$ cat src/rtl/cnoc_indication_serializer_if.sv
`default_nettype none
// +--------------------------------------------------------------------------+
// | Module      : cnoc_indication_serializer_if                              |
// | Description : Message-in / word-out bus bundle for the indication         |
// |               serializer. master = serializer side, slave = peer side.    |
// | Revision    : 1.0  initial release                                       |
// +--------------------------------------------------------------------------+
interface cnoc_indication_serializer_if #(
  parameter int MSG_WIDTH  = 128,
  parameter int WORD_WIDTH = 32
) ();
  logic                  in_rdy;
  logic [MSG_WIDTH-1:0]  in_first;
  logic                  in_deq;
  logic [WORD_WIDTH-1:0] out_data;
  logic                  out_valid;
  logic                  out_ready;
  logic                  out_last;

  modport master (
    input  in_rdy, in_first, out_ready,
    output in_deq, out_data, out_valid, out_last
  );

  modport slave (
    output in_rdy, in_first, out_ready,
    input  in_deq, out_data, out_valid, out_last
  );
endinterface
`default_nettype wire

$ cat src/rtl/cnoc_indication_serializer.sv
`default_nettype none
// +--------------------------------------------------------------------------+
// | Module      : cnoc_indication_serializer                                 |
// | Description : Drains 128-bit indication messages and emits them as a      |
// |               32-bit valid/ready/last word stream. Header word carries    |
// |               numWords (clamped to 1..4 internally) and indicationId.     |
// |               Keeps a wrapping message counter and a sticky len error.    |
// | Revision    : 1.0  initial release                                       |
// +--------------------------------------------------------------------------+
module cnoc_indication_serializer #(
  parameter int MSG_WIDTH  = 128,
  parameter int WORD_WIDTH = 32,
  parameter int CNT_WIDTH  = 16
) (
  input  wire                         CLK,
  input  wire                         RST,
  cnoc_indication_serializer_if.master bus,
  output logic [CNT_WIDTH-1:0]        msg_count,
  output logic                        len_err,
  input  wire                         len_err_clr
);

  typedef enum logic [0:0] {
    S_IDLE = 1'b0,
    S_SEND = 1'b1
  } state_t;

  state_t                r_state,     w_state_nxt;
  logic [MSG_WIDTH-1:0]  r_buf,       w_buf_nxt;
  logic [2:0]            r_len,       w_len_nxt;
  logic [1:0]            r_idx,       w_idx_nxt;
  logic [WORD_WIDTH-1:0] r_out_data,  w_out_data_nxt;
  logic                  r_out_valid, w_out_valid_nxt;
  logic                  r_out_last,  w_out_last_nxt;
  logic [CNT_WIDTH-1:0]  r_msg_count, w_msg_count_nxt;
  logic                  r_len_err,   w_len_err_nxt;

  logic                  w_deq;
  logic                  w_accept;
  logic [1:0]            w_idx_inc;
  logic [15:0]           w_hdr_nw;
  logic [2:0]            w_hdr_len;
  logic                  w_hdr_err;

  assign w_hdr_nw  = bus.in_first[15:0];
  assign w_accept  = r_out_valid && bus.out_ready;
  assign w_idx_inc = r_idx + 2'd1;

  // Clamp the header word count into the 1..4 range and flag out-of-range values.
  always_comb begin
    w_hdr_len = w_hdr_nw[2:0];
    w_hdr_err = 1'b0;
    if (w_hdr_nw == 16'd0) begin
      w_hdr_len = 3'd1;
      w_hdr_err = 1'b1;
    end else if (w_hdr_nw > 16'd4) begin
      w_hdr_len = 3'd4;
      w_hdr_err = 1'b1;
    end
  end

  // Next-state and next-output logic; outputs are computed one cycle ahead so
  // that the word stream comes straight from flops.
  always_comb begin
    w_state_nxt     = r_state;
    w_buf_nxt       = r_buf;
    w_len_nxt       = r_len;
    w_idx_nxt       = r_idx;
    w_out_data_nxt  = r_out_data;
    w_out_valid_nxt = r_out_valid;
    w_out_last_nxt  = r_out_last;
    w_msg_count_nxt = r_msg_count;
    w_deq           = 1'b0;
    case (r_state)
      S_IDLE: begin
        w_out_valid_nxt = 1'b0;
        w_out_last_nxt  = 1'b0;
        if (bus.in_rdy) begin
          // Capture cycle: the header word is presented on the very next cycle.
          w_deq           = 1'b1;
          w_buf_nxt       = bus.in_first;
          w_len_nxt       = w_hdr_len;
          w_idx_nxt       = 2'd0;
          w_out_data_nxt  = bus.in_first[WORD_WIDTH-1:0];
          w_out_valid_nxt = 1'b1;
          w_out_last_nxt  = (w_hdr_len == 3'd1);
          w_state_nxt     = S_SEND;
        end
      end
      S_SEND: begin
        if (w_accept) begin
          if (r_out_last) begin
            w_state_nxt     = S_IDLE;
            w_out_valid_nxt = 1'b0;
            w_out_last_nxt  = 1'b0;
            w_msg_count_nxt = r_msg_count + CNT_WIDTH'(1);
          end else begin
            w_idx_nxt      = w_idx_inc;
            w_out_data_nxt = r_buf[int'(w_idx_inc)*WORD_WIDTH +: WORD_WIDTH];
            w_out_last_nxt = ({1'b0, w_idx_inc} == (r_len - 3'd1));
          end
        end
      end
      default: begin
        w_state_nxt = S_IDLE;
      end
    endcase
    // A new error in the same cycle as a clear keeps the flag set.
    w_len_err_nxt = (r_len_err && !len_err_clr) || (w_deq && w_hdr_err);
  end

  // State and datapath registers with synchronous reset; a partial message is dropped.
  always_ff @(posedge CLK) begin
    if (RST) begin
      r_state     <= S_IDLE;
      r_buf       <= '0;
      r_len       <= 3'd1;
      r_idx       <= 2'd0;
      r_out_data  <= '0;
      r_out_valid <= 1'b0;
      r_out_last  <= 1'b0;
      r_msg_count <= '0;
      r_len_err   <= 1'b0;
    end else begin
      r_state     <= w_state_nxt;
      r_buf       <= w_buf_nxt;
      r_len       <= w_len_nxt;
      r_idx       <= w_idx_nxt;
      r_out_data  <= w_out_data_nxt;
      r_out_valid <= w_out_valid_nxt;
      r_out_last  <= w_out_last_nxt;
      r_msg_count <= w_msg_count_nxt;
      r_len_err   <= w_len_err_nxt;
    end
  end

  // The dequeue strobe is the only combinational output; it is held off during reset.
  assign bus.in_deq    = w_deq && !RST;
  assign bus.out_data  = r_out_data;
  assign bus.out_valid = r_out_valid;
  assign bus.out_last  = r_out_last;
  assign msg_count     = r_msg_count;
  assign len_err       = r_len_err;

endmodule
`default_nettype wire
$ cat src/flat_wrapper.sv
// flat-port wrapper written by rule: the top's interface ports become plain ports
module cnoc_indication_serializer_flat 
#(
  parameter int MSG_WIDTH  = 128,
  parameter int WORD_WIDTH = 32,
  parameter int CNT_WIDTH  = 16
)
  (CLK, RST, msg_count, len_err, len_err_clr, bus_in_rdy, bus_in_first, bus_out_ready, bus_in_deq, bus_out_data, bus_out_valid, bus_out_last);
  cnoc_indication_serializer_if #(.MSG_WIDTH(MSG_WIDTH), .WORD_WIDTH(WORD_WIDTH)) bus_i ();
  input  wire CLK;
  input  wire RST;
  output logic [CNT_WIDTH-1:0] msg_count;
  output logic len_err;
  input  wire len_err_clr;
  input wire logic [$bits(bus_i.in_rdy)-1:0] bus_in_rdy;
  input wire logic [$bits(bus_i.in_first)-1:0] bus_in_first;
  input wire logic [$bits(bus_i.out_ready)-1:0] bus_out_ready;
  output wire logic [$bits(bus_i.in_deq)-1:0] bus_in_deq;
  output wire logic [$bits(bus_i.out_data)-1:0] bus_out_data;
  output wire logic [$bits(bus_i.out_valid)-1:0] bus_out_valid;
  output wire logic [$bits(bus_i.out_last)-1:0] bus_out_last;
  assign bus_i.in_rdy = bus_in_rdy;
  assign bus_i.in_first = bus_in_first;
  assign bus_i.out_ready = bus_out_ready;
  assign bus_in_deq = bus_i.in_deq;
  assign bus_out_data = bus_i.out_data;
  assign bus_out_valid = bus_i.out_valid;
  assign bus_out_last = bus_i.out_last;
  cnoc_indication_serializer #(.MSG_WIDTH(MSG_WIDTH), .WORD_WIDTH(WORD_WIDTH), .CNT_WIDTH(CNT_WIDTH)) u_core (.CLK(CLK), .RST(RST), .bus(bus_i), .msg_count(msg_count), .len_err(len_err), .len_err_clr(len_err_clr));
endmodule
$ cat config.mk
export PLATFORM = sky130hd
export DESIGN_NAME = cnoc_indication_serializer_flat
export DESIGN_NICKNAME = d
export VERILOG_FILES = /design/src/rtl/cnoc_indication_serializer_if.sv /design/src/rtl/cnoc_indication_serializer.sv /design/src/flat_wrapper.sv
export SDC_FILE = /design/constraint.sdc
export NUM_CORES = 1
export LEC_CHECK = 0
export ABC_AREA = 1
export CAP_MARGIN = 15
export CORE_UTILIZATION = 54
export DETAILED_ROUTE_END_ITERATION = 7
export PLACE_DENSITY = 0.85
export SLEW_MARGIN = 20
export SYNTH_ARGS = -nofsm -noshare
export SYNTH_HDL_FRONTEND = slang
export SYNTH_SLANG_ARGS = --single-unit
$ cat constraint.sdc
create_clock -name CLK -period 2 [get_ports CLK]
set_input_delay 0.4 -clock CLK [delete_from_list [all_inputs] [get_ports CLK]]
set_output_delay 0.4 -clock CLK [all_outputs]
set_load 0.05 [all_outputs]
* Yosys cells after proc, flatten, opt, wreduce, memory -nomap -nowiden
Cells that the tools add are included.
Word-level totals: register bits after elaboration 185, input bits 133, output and inout bits 52, word-level logic and storage cells 57
Cells by class: add/sub/neg operators 3, $lt $le $gt $ge 1, equal/unequal tests 6, shift-type cells 1, mux-type cells 24, bitwise logic cells 1, reductions and logical operators 12
Operators by type and width (count):
- 128-bit by 8-bit variable part select with 32-bit output | 1
- 32-bit two-way mux | 3
- 32-bit case mux with 2 select lines | 1
- 16-bit by 1-bit adder with 16-bit output, second input constant | 1
- 16-bit by 3-bit greater-than comparator with 1-bit output, second input constant | 1
- 16-bit zero test | 1
- 1-bit two-way mux | 11
- 2-bit inequality test, second input constant | 4
- 2-bit two-way mux | 3
- 3-bit two-way mux | 2
- 1-bit case mux with 2 select lines | 3
- 3-bit AND reduction | 2
- 1-bit logical AND | 4
- 2-bit case mux with 2 select lines | 1
- 2-bit AND reduction | 2
- 2-bit by 3-bit == test with 1-bit output | 1
- 3-bit by 1-bit == test with 1-bit output, second input constant | 1
- 3-bit by 1-bit subtractor with 3-bit output, second input constant | 1
- 2-bit by 1-bit adder with 2-bit output, second input constant | 1
- 1-bit zero test | 2
- 1-bit logical OR | 1
- 1-bit inverter | 1

* Longest topological paths before layout
Gate-level depths: netlist of run 1.
depth after elaboration 6, mapped depth 10

* Least setup slack after synthesis of run 1
OpenSTA, ideal clock, no wires.
path kind register to register, start point register u_core.r_state, end point register u_core.r_buf[10], arrival 1788 ps, data required time 1926 ps, setup slack 138 ps, cell stages (with the launch flop) 8, period minus slack after synthesis 1862 ps, path through dfxtp_1 -> buf_6 -> inv_4 -> nand2_4 -> nor2_1 -> inv_1 -> clkbuf_1 -> o21ai_0
On the way: cells in the longest elaborated chain, start to end 2
RTL lines:
- start: declaration | RTL line cnoc_indication_serializer.sv:28 | state_t r_state, w_state_nxt;
- start signal: assignment | RTL line cnoc_indication_serializer.sv:125 | r_state <= w_state_nxt;
- 1-bit inverter (no source line)
- 2-bit AND reduction (no source line)
- end signal: assignment | RTL line cnoc_indication_serializer.sv:126 | r_buf <= w_buf_nxt;
- end: declaration | RTL line cnoc_indication_serializer.sv:29 | logic [MSG_WIDTH-1:0] r_buf, w_buf_nxt;
Every way passes these cells. A chain may end at the register's enable or synchronous reset.

* Worst setup path in the final report of run 1
start point register u_core.r_out_data[20], in the netlist u_core.bus.out_data[20], end point output bus_out_data[20]
RTL lines:
- start: declaration | RTL line cnoc_indication_serializer.sv:32 | logic [WORD_WIDTH-1:0] r_out_data, w_out_data_nxt;
- start signal: assignment | RTL line cnoc_indication_serializer.sv:129 | r_out_data <= w_out_data_nxt;
- end: declaration | RTL line flat_wrapper.sv:19 | output wire logic [$bits(bus_i.out_data)-1:0] bus_out_data;
No word-level cell between the ends.

==> results of run 1 <==
-- routing by layer --
| layer | GRT usage | vias up | part of all wire |
|---|---|---|---|
| met2 | 0.5126 | 371 | 0.48 |
| met5 | 0 | - | 0 |
| met1 | 0.3963 | 3784 | 0.42 |
| li1 | - | 4001 | - |
| met4 | 0.09864 | 0 | 0.018 |
| met3 | 0.06919 | 42 | 0.076 |
-- cells in the mapped netlist --
cell type,number
clkbuf_1,49
nor3_1,2
a21boi_0,1
a21oi_2,17
buf_1,4
nand3_2,1
o21ai_1,31
ha_1,2
o21a_1,3
nand2_4,1
nand3b_1,2
xnor2_1,1
inv_4,1
inv_1,54
buf_6,4
nor2_1,226
nand2_1,202
dfxtp_1,185
inv_2,3
buf_2,19
and2_1,1
xor2_1,1
nor2_4,1
and3_1,1
nand2_2,3
nor2_2,3
o211ai_1,1
a31oi_1,2
a21oi_1,91
o21ai_0,142
nand4_1,4
nand3_1,75
clkinv_1,1
-- area by class of cell --
type / instances / area, sq um
Sequential cell: 185 / 3706
Multi-Input combinational cell: 814 / 3677
Fill cell: 1092 / 3532
Timing Repair Buffer: 211 / 2170
Clock buffer: 20 / 456.7
Inverter: 59 / 227.7
Tap cell: 180 / 225.2
Clock inverter: 9 / 101.3
-- final timing paths --
check	cells after the start	end	slack (ns)
worst max-delay path	1	bus_out_data[20]	0.04
worst min-delay path	2	u_core.msg_count[13]$_SDFFE_PP0P_	0.32
worst max register to register	8	u_core.bus.out_data[23]$_SDFFE_PP0P_	0.18
worst min register to register	2	u_core.bus.out_data[27]$_SDFFE_PP0P_	0.47
-- metrics by stage --
stage	util	power [mW]	std cells	setup WS (ns)	instance area [sq um]
3_5_place_dp	0.7082	6.213	1449	0.08881	9983
3_3_place_gp	0.7082	6.166	1449	0.1140	9983
4_1_cts	0.7458	9.383	1478	0.0005765	10510
6_report	0.7494	9.359	1478	0.04395	10560
2_1_floorplan	-	5.447	1134	0.1378	7944
5_1_grt	0.7494	9.790	1478	0.0008719	10560
-- registers in the layout (all words and copies together) (netlist names) --
name,cells
u_core.r_buf,128
u_core.bus.out_data,32
u_core.msg_count,16
u_core.r_len,3
u_core.r_idx,2
u_core.bus.out_last,1
u_core.bus.out_valid,1
u_core.len_err,1
u_core.r_state,1
-- logic make-up (layout without fill, tap and decap cells) --
family | Yosys count | after routing | synth area share
AND/OR/NAND/NOR | 522 | 522 | 0.2662
AO/OA/AOI/OAI | 288 | 288 | 0.1914
flip-flops | 185 | 185 | 0.4662
buffers and inverters | 135 | 299 | 0.07088
adder cells (fa/ha/maj) | 2 | 2 | 0.003150
XOR/XNOR | 2 | 2 | 0.002205
-- cells in the final DEF, fill, tap and decap left out, types with 3 or more instances in the layout --
master and instances:
nand2_1 202, buf_4 23, nor2_2 3, buf_12 10, nand3_1 75, a21oi_1 91, o21ai_1 31, o21a_1 3
dlygate4sd2_1 23, nand4_1 4, nor2_1 226, a21oi_2 17, nand2_2 3, o21ai_0 142, clkdlybuf4s50_1 134, dlymetal6s2s_1 19
inv_1 54, dfxtp_1 183, clkinv_2 6, clkbuf_16 17
-- power by group --
group	total [mW]	switching (mW)	internal [mW]
Sequential	4.19	0.182	4.01
Combinational	1.95	1.17	0.774
Clock	3.22	1.34	1.87
Total	9.36	2.70	6.66
==> impl_metrics.json, run 1 <==
{
  "whs_ns": 0.3183,
  "grt_pass1_vias": 7646,
  "path_clk_slew_ns": 0.06,
  "wire_per_inst_um": 15.49,
  "final.setup.tns_ns": 0,
  "end_kind": "primary output",
  "required_ns": 1.60,
  "chipWidth_um": 123.3,
  "grt.total_usage": 0.3084,
  "final_nets": 1423,
  "vias": 8198,
  "io_pins": 185,
  "cpPeakStageDelay_ns": 0.80,
  "die-area_sq_um": 15200,
  "clock_sinks": 185,
  "cts_buffers": 17,
  "cts_tree": "done",
  "syn_area_sq_um": 7944,
  "critPathBufInv": 1,
  "worstPathArrival_ns": 1.56,
  "gp_congestion": 0.8359,
  "fin_worst_skew_ns": 0.006643,
  "layout-drive-gt1-share": 0.07396,
  "die_y_um": 123.3,
  "diodes": 0,
  "fmax_mhz": 511.2,
  "tightest_slew_ns": 0.6288,
  "post_cts_resized": 23,
  "startpoint_type": "flip-flop",
  "grt_pass1_wl_um": 36490,
  "synth_nets": 1269,
  "seq_area_frac_synth": 0.4662,
  "hp-class": "in -> reg",
  "clkLatencyLatePin_ns": 0.43,
  "p_per_area_nw_per_um2": 886.0,
  "start_util": 0.5636,
  "cts.path.max_buffers": 2,
  "post_cts_buffers": 0,
  "cellLeakagePower_nw": 4.489,
  "crit_fanout": 2,
  "worstPathCellList": "clkdlybuf4s50_1",
  "core_sq_um": 14100,
  "slowest_stage": "clkdlybuf4s50_1",
  "worstSetupPathType": "reg -> out",
  "rsz0062_at_grt": "no",
  "min_from": "RST",
  "syn_area_per_cell_sq_um": 7.005,
  "slew_violations": 0,
  "initialDrtViolationCount": 855,
  "startpoint": "u_core.bus.out_data[20]$_SDFFE_PP0P_",
  "port_buffers": 184,
  "netlist-cell-type-count": 33,
  "max_slew_margin": 0.5803,
  "ys_warn_count": 0,
  "synth_top_area_frac": 0.4662,
  "r2r-start": "u_core.r_idx[0]$_SDFFE_PP0P_",
  "antenna_found_initial": 0,
  "fin_crit_ns": 1.956,
  "finalSetupViolations": 0,
  "fin_crit_sh": 0.9780,
  "cts_root_buffer": "clkbuf_16",
  "grt_max_degree": 63,
  "grt_overflow": 0,
  "ir_drop_v": 0.0006675,
  "via_per_inst": 5.547,
  "cap_violations": 0,
  "crit_family": "buffers and inverters",
  "synth.ff_latch_count": 185,
  "status": "completed",
  "rows": 43,
  "antenna_left": 0,
  "h-tree-depth": 4,
  "syn_inst": 1134,
  "final-hold-violation-count": 0,
  "synthTopCellsByArea": "dfxtp_1, nor2_1, nand2_1",
  "drc_errors": 0,
  "dpl.hpwl_um": 14540,
  "area_delta_synth_final_pct": 32.98,
  "wl_um": 22890,
  "first_pass_iters": 5,
  "synth_top_area_cell": "dfxtp_1",
  "holdBufCountCts": 0
}
Power figures use the tool's default switching activity.
==> run 2: changes to the inputs <==
Settings changed: CORE_MARGIN set to 2.
==> impl_metrics.json, run 2 (same netlist as run 1, synthesis figures left out) <==
{
  "startpoint_type": "flip-flop",
  "grt_pass1_vias": 7437,
  "r2r_end": "u_core.bus.out_last$_SDFFE_PP0P_",
  "worstPathArrival_ns": 1.57,
  "regToRegSetupSlack_ns": 0.38,
  "final.setup.tns_ns": 0,
  "power.total_mw": 9.586,
  "layout-drive-gt1-share": 0.07533,
  "end_kind": "primary output",
  "ir_drop_v": 0.0008540,
  "final_nets": 1423,
  "post_dp_cell_area_sq_um": 9961,
  "antenna_left": 0,
  "drc_errors": 0,
  "gp_congestion": 0.8516,
  "r2r-start": "u_core.r_idx[0]$_SDFFE_PP0P_",
  "final_cell_mix": "nor2_1, nand2_1, dfxtp_1",
  "grt_pass1_wl_um": 36700,
  "slowest_stage": "clkdlybuf4s50_1",
  "cap_violations": 0,
  "via_per_inst": 5.469,
  "die-area_sq_um": 15700,
  "grt.total_usage": 0.2877,
  "hold_depth": 3,
  "diodes": 0,
  "clock_sinks": 185,
  "fin_crit_ns": 1.972,
  "rows": 44,
  "cts_tree": "done",
  "cpPeakStageDelay_ns": 0.80,
  "regMostFlops": "u_core.r_buf",
  "hp-class": "in -> reg",
  "rsz0062_at_grt": "no",
  "wire_per_inst_um": 15.56,
  "grt_overflow": 0,
  "required_ns": 1.60,
  "cts_buffers": 17,
  "path_depth": 1,
  "final_core_util": 0.7303,
  "layout_commonest_cell": "nor2_1",
  "holdBufCountCts": 0,
  "whs_endpoint": "u_core.msg_count[13]$_SDFFE_PP0P_",
  "fin_crit_sh": 0.9860,
  "area_delta_synth_final_pct": 33.11,
  "fin_area_sq_um": 10570,
  "dpl.hpwl_um": 14920,
  "max_slew_margin": 0.6227,
  "initialDrtViolationCount": 876,
  "worstPathCellList": "clkdlybuf4s50_1",
  "min_from": "RST",
  "cts.path.max_buffers": 2,
  "final-hold-violation-count": 0,
  "finalSetupViolations": 0,
  "critPathBufInv": 1,
  "post_cts_buffers": 0,
  "crit_fanout": 2,
  "cts_root_buffer": "clkbuf_16",
  "clkLatencyLatePin_ns": 0.44,
  "status": "completed",
  "tightest_slew_ns": 0.5660,
  "fillers": 1170,
  "h-tree-depth": 4,
  "die_y_um": 125.3,
  "vias": 8121,
  "fmax_mhz": 507.1,
  "crit_family": "buffers and inverters",
  "grt_max_degree": 60,
  "first_pass_iters": 5,
  "p_per_area_nw_per_um2": 906.6,
  "cellLeakagePower_nw": 4.463,
  "worstSetupPathType": "reg -> out",
  "antenna_found_initial": 0,
  "slew_violations": 0,
  "fin_worst_skew_ns": 0.009821,
  "wl_um": 23110,
  "core_sq_um": 14480,
  "path_clk_slew_ns": 0.07,
  "largest_register_ffs": 128,
  "io_pins": 185,
  "reg2reg_depth": 8,
  "chipWidth_um": 125.3,
  "port_buffers": 184,
  "start_util": 0.5487
}
==> run 2: cell types whose count changed in the layout (fill, tap and decap cells not counted), moves of 2 or more <==
cell             delta
clkinv_2            -3
inv_6               +2
dlygate4sd2_1       +7
clkinvlp_4          +5
dlymetal6s2s_1      -3
buf_4               +2
clkdlybuf4s50_1     -2
buf_12              -3
==> run 2: worst register-to-register path, delay by kind of cell (launching register included) <==
family                 cells  cell delay, ns
AO/OA/AOI/OAI              2            0.34
AND/OR/NAND/NOR            4            0.34
buffers and inverters      2            0.35
flip-flops                 1            0.48
==> run 2: worst max path at each step <==
stage / from / end / slack (ns)
after global placement: bus_out_ready / u_core.msg_count[12]$_SDFFE_PP0P_ / 0.1
final: u_core.bus.out_data[6]$_SDFFE_PP0P_ / bus_out_data[6] / 0.03
after detailed placement: bus_out_ready / u_core.msg_count[12]$_SDFFE_PP0P_ / 0.04
after CTS: u_core.bus.out_data[28]$_SDFFE_PP0P_ / bus_out_data[28] / 0.001
after floorplan: u_core.r_state$_SDFF_PP0_ / u_core.r_buf[10]$_SDFFE_PP0P_ / 0.14
after global routing: u_core.bus.out_data[6]$_SDFFE_PP0P_ / bus_out_data[6] / 0.001
==> run 2: area by class of cell <==
type	count	area, sq um	share of cell area
clock buffers	18	439.2	0.04153
clock inverters	14	171.4	0.01621
inverters	59	227.7	0.02154
multi-input cells	814	3682	0.3482
flip-flops and latches	185	3706	0.3505
well taps	184	230.2	0.02177
repair buffers	211	2117	0.2002
==> run 2: per-stage QoR <==
stage | hold WS (ns) | setup WS, ns | instances
after floorplan | 0.4534 | 0.1378 | 1134
after global placement | 0.4543 | 0.09759 | 1453
after detailed placement | 0.4598 | 0.03501 | 1453
after CTS | 0.4241 | 0.0009521 | 1485
after global routing | 0.4352 | 0.001209 | 1485
final | 0.4330 | 0.02803 | 1485
==> run 2: layer usage <==
metal | track usage | share of wire | up-vias
li1 | - | - | 3992
met1 | 0.3710 | 0.43 | 3755
met2 | 0.4853 | 0.48 | 346
met3 | 0.05862 | 0.072 | 28
met4 | 0.09346 | 0.018 | 0
met5 | 0 | 0 | -
==> run 2: timing repair <==
item,in CTS,in global routing
gates cloned,0,0
endpoints found under the setup margin,30,16
gates resized for setup,30,16
==> run 2: power by group <==
| part | internal (mW) | total, mW | switching (mW) |
|---|---|---|---|
| clock | 2.00 | 3.48 | 1.48 |
| sequential | 4.01 | 4.20 | 0.193 |
| combinational | 0.750 | 1.90 | 1.15 |
==> run 3: changes to the inputs <==
Settings changed: CORE_UTILIZATION 54 to 30, PLACE_DENSITY 0.85 to not set.
==> impl_metrics.json, run 3 (same netlist as run 1, synthesis figures left out) <==
{
  "status": "completed",
  "wire_per_inst_um": 14.78,
  "start_util": 0.3048,
  "cts_root_buffer": "clkbuf_16",
  "die-area_sq_um": 27800,
  "required_ns": 1.60,
  "grt_overflow": 0,
  "antenna_found_initial": 0,
  "diodes": 0,
  "fin_area_sq_um": 10710,
  "startpoint_type": "flip-flop",
  "first_pass_iters": 5,
  "clock_sinks": 185,
  "cellLeakagePower_nw": 4.348,
  "cts_tree": "done",
  "final_cell_mix": "nor2_1, nand2_1, dfxtp_1",
  "chipWidth_um": 166.7,
  "post_cts_buffers": 0,
  "grtUsageMet3": 0.03683,
  "gp_congestion": 0.7729,
  "max_slew_margin": 0.5287,
  "regMostFlops": "u_core.r_buf",
  "fin_crit_sh": 0.9105,
  "vias": 7773,
  "slowest_stage": "dlygate4sd2_1",
  "core_sq_um": 26060,
  "rows": 59,
  "initialDrtViolationCount": 619,
  "final_nets": 1423,
  "layout-drive-gt1-share": 0.08071,
  "end_kind": "primary output",
  "worstPathCellList": "dlygate4sd2_1",
  "fin_worst_skew_ns": 0.01212,
  "ir_drop_v": 0.0004511,
  "grt_pass1_wl_um": 39610,
  "grt_max_degree": 62,
  "clkLatencyLatePin_ns": 0.43,
  "area_delta_synth_final_pct": 34.82,
  "crit_family": "buffers and inverters",
  "fin_crit_ns": 1.821,
  "grt.total_usage": 0.1766,
  "final-hold-violation-count": 0,
  "gr-usage-met1": 0.2473,
  "grt_pass1_vias": 7375,
  "p_per_area_nw_per_um2": 880.7,
  "finalSetupViolations": 0,
  "antenna_left": 0,
  "tightest_slew_ns": 0.7059,
  "cts_buffers": 17,
  "slew_violations": 0,
  "h-tree-depth": 4,
  "path_clk_slew_ns": 0.08,
  "pre_cts_ws_ns": 0.08715,
  "layout_commonest_cell": "nor2_1",
  "top_usage_layer": "met2",
  "rsz0062_at_grt": "no",
  "die_y_um": 166.7,
  "whs_ns": 0.4189,
  "final_core_util": 0.4110,
  "worstSetupPathType": "reg -> out",
  "fmax_mhz": 549.2,
  "cts.path.max_buffers": 2,
  "io_pins": 185,
  "hp-class": "in -> reg",
  "dpl.hpwl_um": 16510,
  "crit_fanout": 5,
  "port_buffers": 184,
  "cpPeakStageDelay_ns": 0.57,
  "grt_util_met2": 0.2806,
  "worst_slack_ns": 0.1791,
  "largest_register_ffs": 128,
  "cap_violations": 0,
  "final.setup.tns_ns": 0,
  "worstPathArrival_ns": 1.42,
  "wl_um": 24190,
  "via_per_inst": 4.751,
  "post_dp_cell_area_sq_um": 10160,
  "drc_errors": 0,
  "critPathBufInv": 1
}
## run 3: cell types whose count changed in the layout (fill, tap and decap cells not counted), sizes merged
cell	change
buf	+7
bufinv	-3
dlymetal6s2s	-9
dlygate4sd2	+3
clkinvlp	-5
inv	+8
clkinv	+1
clkbuf	-1
clkdlybuf4s50	-1
## run 3: final timing paths
path | startpoint | slack [ns] | cells past startpoint | end
worst max-delay path | u_core.msg_count[7]$_SDFFE_PP0P_ | 0.18 | 1 | msg_count[7]
worst min register to register | u_core.bus.out_data[7]$_SDFFE_PP0P_ | 0.46 | 2 | u_core.bus.out_data[7]$_SDFFE_PP0P_
worst min-delay path | RST | 0.42 | 4 | u_core.r_idx[0]$_SDFFE_PP0P_
worst max register to register | u_core.r_idx[1]$_SDFFE_PP0P_ | 0.36 | 6 | u_core.bus.out_data[22]$_SDFFE_PP0P_
## run 3: area by class of cell
class                   instances  area (sq um)
fillers                      2746         15350
flip-flops and latches        185          3706
multi-input cells             814          3682
repair buffers                211          2098
clock buffers                  17         425.4
well taps                     335         419.2
inverters                      59         227.7
clock inverters                15         151.4
## run 3: what timing repair did
action,CTS,global route
pin swaps,0,0
cloned,0,0
hold buffers,0,0
endpoints found under the setup margin,33,7
gates resized for setup,33,7
## run 3: metal layers
metal / vias to the layer above / wire length [um]
met5: - / 0
met4: 0 / 163
met3: 13 / 1294
met2: 205 / 10980
met1: 3556 / 11750
li1: 3999 / -
## run 3: stage by stage
step	instances	total power [mW]
2_1_floorplan	1134	5.447
3_3_place_gp	1604	6.204
3_5_place_dp	1604	6.235
4_1_cts	1636	9.552
5_1_grt	1636	9.945
6_report	1636	9.433
## run 3: worst reg2reg max path, stage by stage, from the launching register on
cell and delay [ns]:
dfxtp_1 0.43, nand2_1 0.15, inv_2 0.54, nand2_1 0.14, nand3_1 0.11, o21ai_1 0.07, a21oi_1 0.12
## run 3: power breakdown
part	internal, mW	total (mW)	switching, mW
sequential	4.01	4.19	0.179
combinational	0.744	1.90	1.16
clock	1.67	3.34	1.67
total	6.42	9.43	3.01
==> patch: new RTL, config.mk and constraints of run 2 <==
`WORD_WIDTH` is set to 32 in 3 places; all go to 48.
--- a/src/rtl/cnoc_indication_serializer_if.sv
+++ b/src/rtl/cnoc_indication_serializer_if.sv
@@ -7,7 +7,7 @@
 // +--------------------------------------------------------------------------+
 interface cnoc_indication_serializer_if #(
   parameter int MSG_WIDTH  = 128,
-  parameter int WORD_WIDTH = 32
+  parameter int WORD_WIDTH = 48
 ) ();
   logic                  in_rdy;
   logic [MSG_WIDTH-1:0]  in_first;
--- a/src/rtl/cnoc_indication_serializer.sv
+++ b/src/rtl/cnoc_indication_serializer.sv
@@ -9,7 +9,7 @@
 // +--------------------------------------------------------------------------+
 module cnoc_indication_serializer #(
   parameter int MSG_WIDTH  = 128,
-  parameter int WORD_WIDTH = 32,
+  parameter int WORD_WIDTH = 48,
   parameter int CNT_WIDTH  = 16
 ) (
   input  wire                         CLK,
--- a/src/flat_wrapper.sv
+++ b/src/flat_wrapper.sv
@@ -2,7 +2,7 @@
 module cnoc_indication_serializer_flat 
 #(
   parameter int MSG_WIDTH  = 128,
-  parameter int WORD_WIDTH = 32,
+  parameter int WORD_WIDTH = 48,
   parameter int CNT_WIDTH  = 16
 )
   (CLK, RST, msg_count, len_err, len_err_clr, bus_in_rdy, bus_in_first, bus_out_ready, bus_in_deq, bus_out_data, bus_out_valid, bus_out_last);
Interface: changed (resized bus_out_data); port bits go from 185 to 201. No check against the original RTL was run, so the function may have changed too.
==> patch against run 2 <==
- utilization is 1.3 points higher
- clock skew grew 0.0042 ns
- final area rose by 6.8%
- sequential share of layout area is 0.60 points higher
- maximum frequency is 5.8% higher
- worst setup slack better by 0.11 ns
- routed wire length shrank 1.5%
- die area increased by 5.6%
- non-clock buffer count rose by 22
- total power increased by 13%
- sequential cell count rose by 16
- largest cell class unchanged
- synthesized area rose by 5.8%
- register-to-register slack lost 0.10 ns
==> patch: results (changes against run 2) <==
Clock Skews=0.0140 ns (+0.00421 ns); crit path to=bus_in_deq; Worst Setup SP=bus_in_rdy; max_slew headroom=64.4% (+2.1 points); WHS Endpoint=u_core.len_err; CTS HTree Levels=1 (-3); Vias=8268 (+1.8%); P per Cell Area=963 mW/mm^2 (+6.2%); post-CTS resize count=61 (+100%); Final #Nets=1424 (+0.070%); Clock Latency Late Sink=0.49 ns (+0.05 ns); Iteration-0 DRC Markers=546 (-38%); synth cell count leaders=dfxtp_1 (201), o21ai_0 (182), a21oi_1 (132), inv_1 (129), nor2_1 (104); Synth area leaders=dfxtp_1 (48%), o21ai_0 (11%), a21oi_1 (7.9%); I/O Buffers=200 (+8.7%); vias in the first global route=7706 (+3.6%); fin cells=1491 (+0.40%); depth of the worst register-to-register path=6 (-2); GPL Wtd Cong=0.819 (-3.8%); Critical R2R Capture=u_core.bus.out_data[25]; first-pass GRT wire length=36400 um (-0.70%); flop2flop setup slack=0.28 ns (-0.10 ns); sequential power=4.58 mW (+9.0%); Max stage delay on crit path=0.58 ns (-0.22 ns); VDD IR max=0.661 mV (-23%); synthesized net count=1253 (-1.3%); WP data arrival=1.46 ns (-0.11 ns); XOR/XNOR Fraction of Synth Area=0.313% (+0.092 points); Synth Area in Compound Gates=28.0% (+8.8 points); run status=completed; Tmin final=1.86 ns (-0.108 ns); maximum clock path buffer count=3 (+1)
## patch: cells by family (layout without fill, tap and decap cells)
group / Yosys count / in the layout
AOI/OAI and AO/OA: 440 / 440
and+or+nand+nor: 252 / 252
DFF: 201 / 201
xor gates and xnor gates: 3 / 3
adders and majority gates: 2 / 2
buffers and inverters: 220 / 405
## patch: area by class of cell
| type | count | area (um^2) |
|---|---|---|
| Sequential cell | 201 | 4030 |
| Inverter | 135 | 512 |
| Fill cell | 1186 | 3910 |
| Clock inverter | 6 | 83.8 |
| Clock buffer | 31 | 623 |
| Timing Repair Buffer | 233 | 2310 |
| Tap cell | 188 | 235 |
| Multi-Input combinational cell | 697 | 3500 |
## patch: layer usage
layer | part of all wire (%) | routed length (um)
met3 | 7.7 | 1750
met2 | 47 | 10800
met4 | 2.1 | 475
met1 | 43 | 9780
met5 | 0 | 0
## patch: tightest hold or removal path, cell delays in order
cell and delay, ns:
buf_2 0.18, nor2_4 0.08, nand2_1 0.09, o31ai_1 0.07
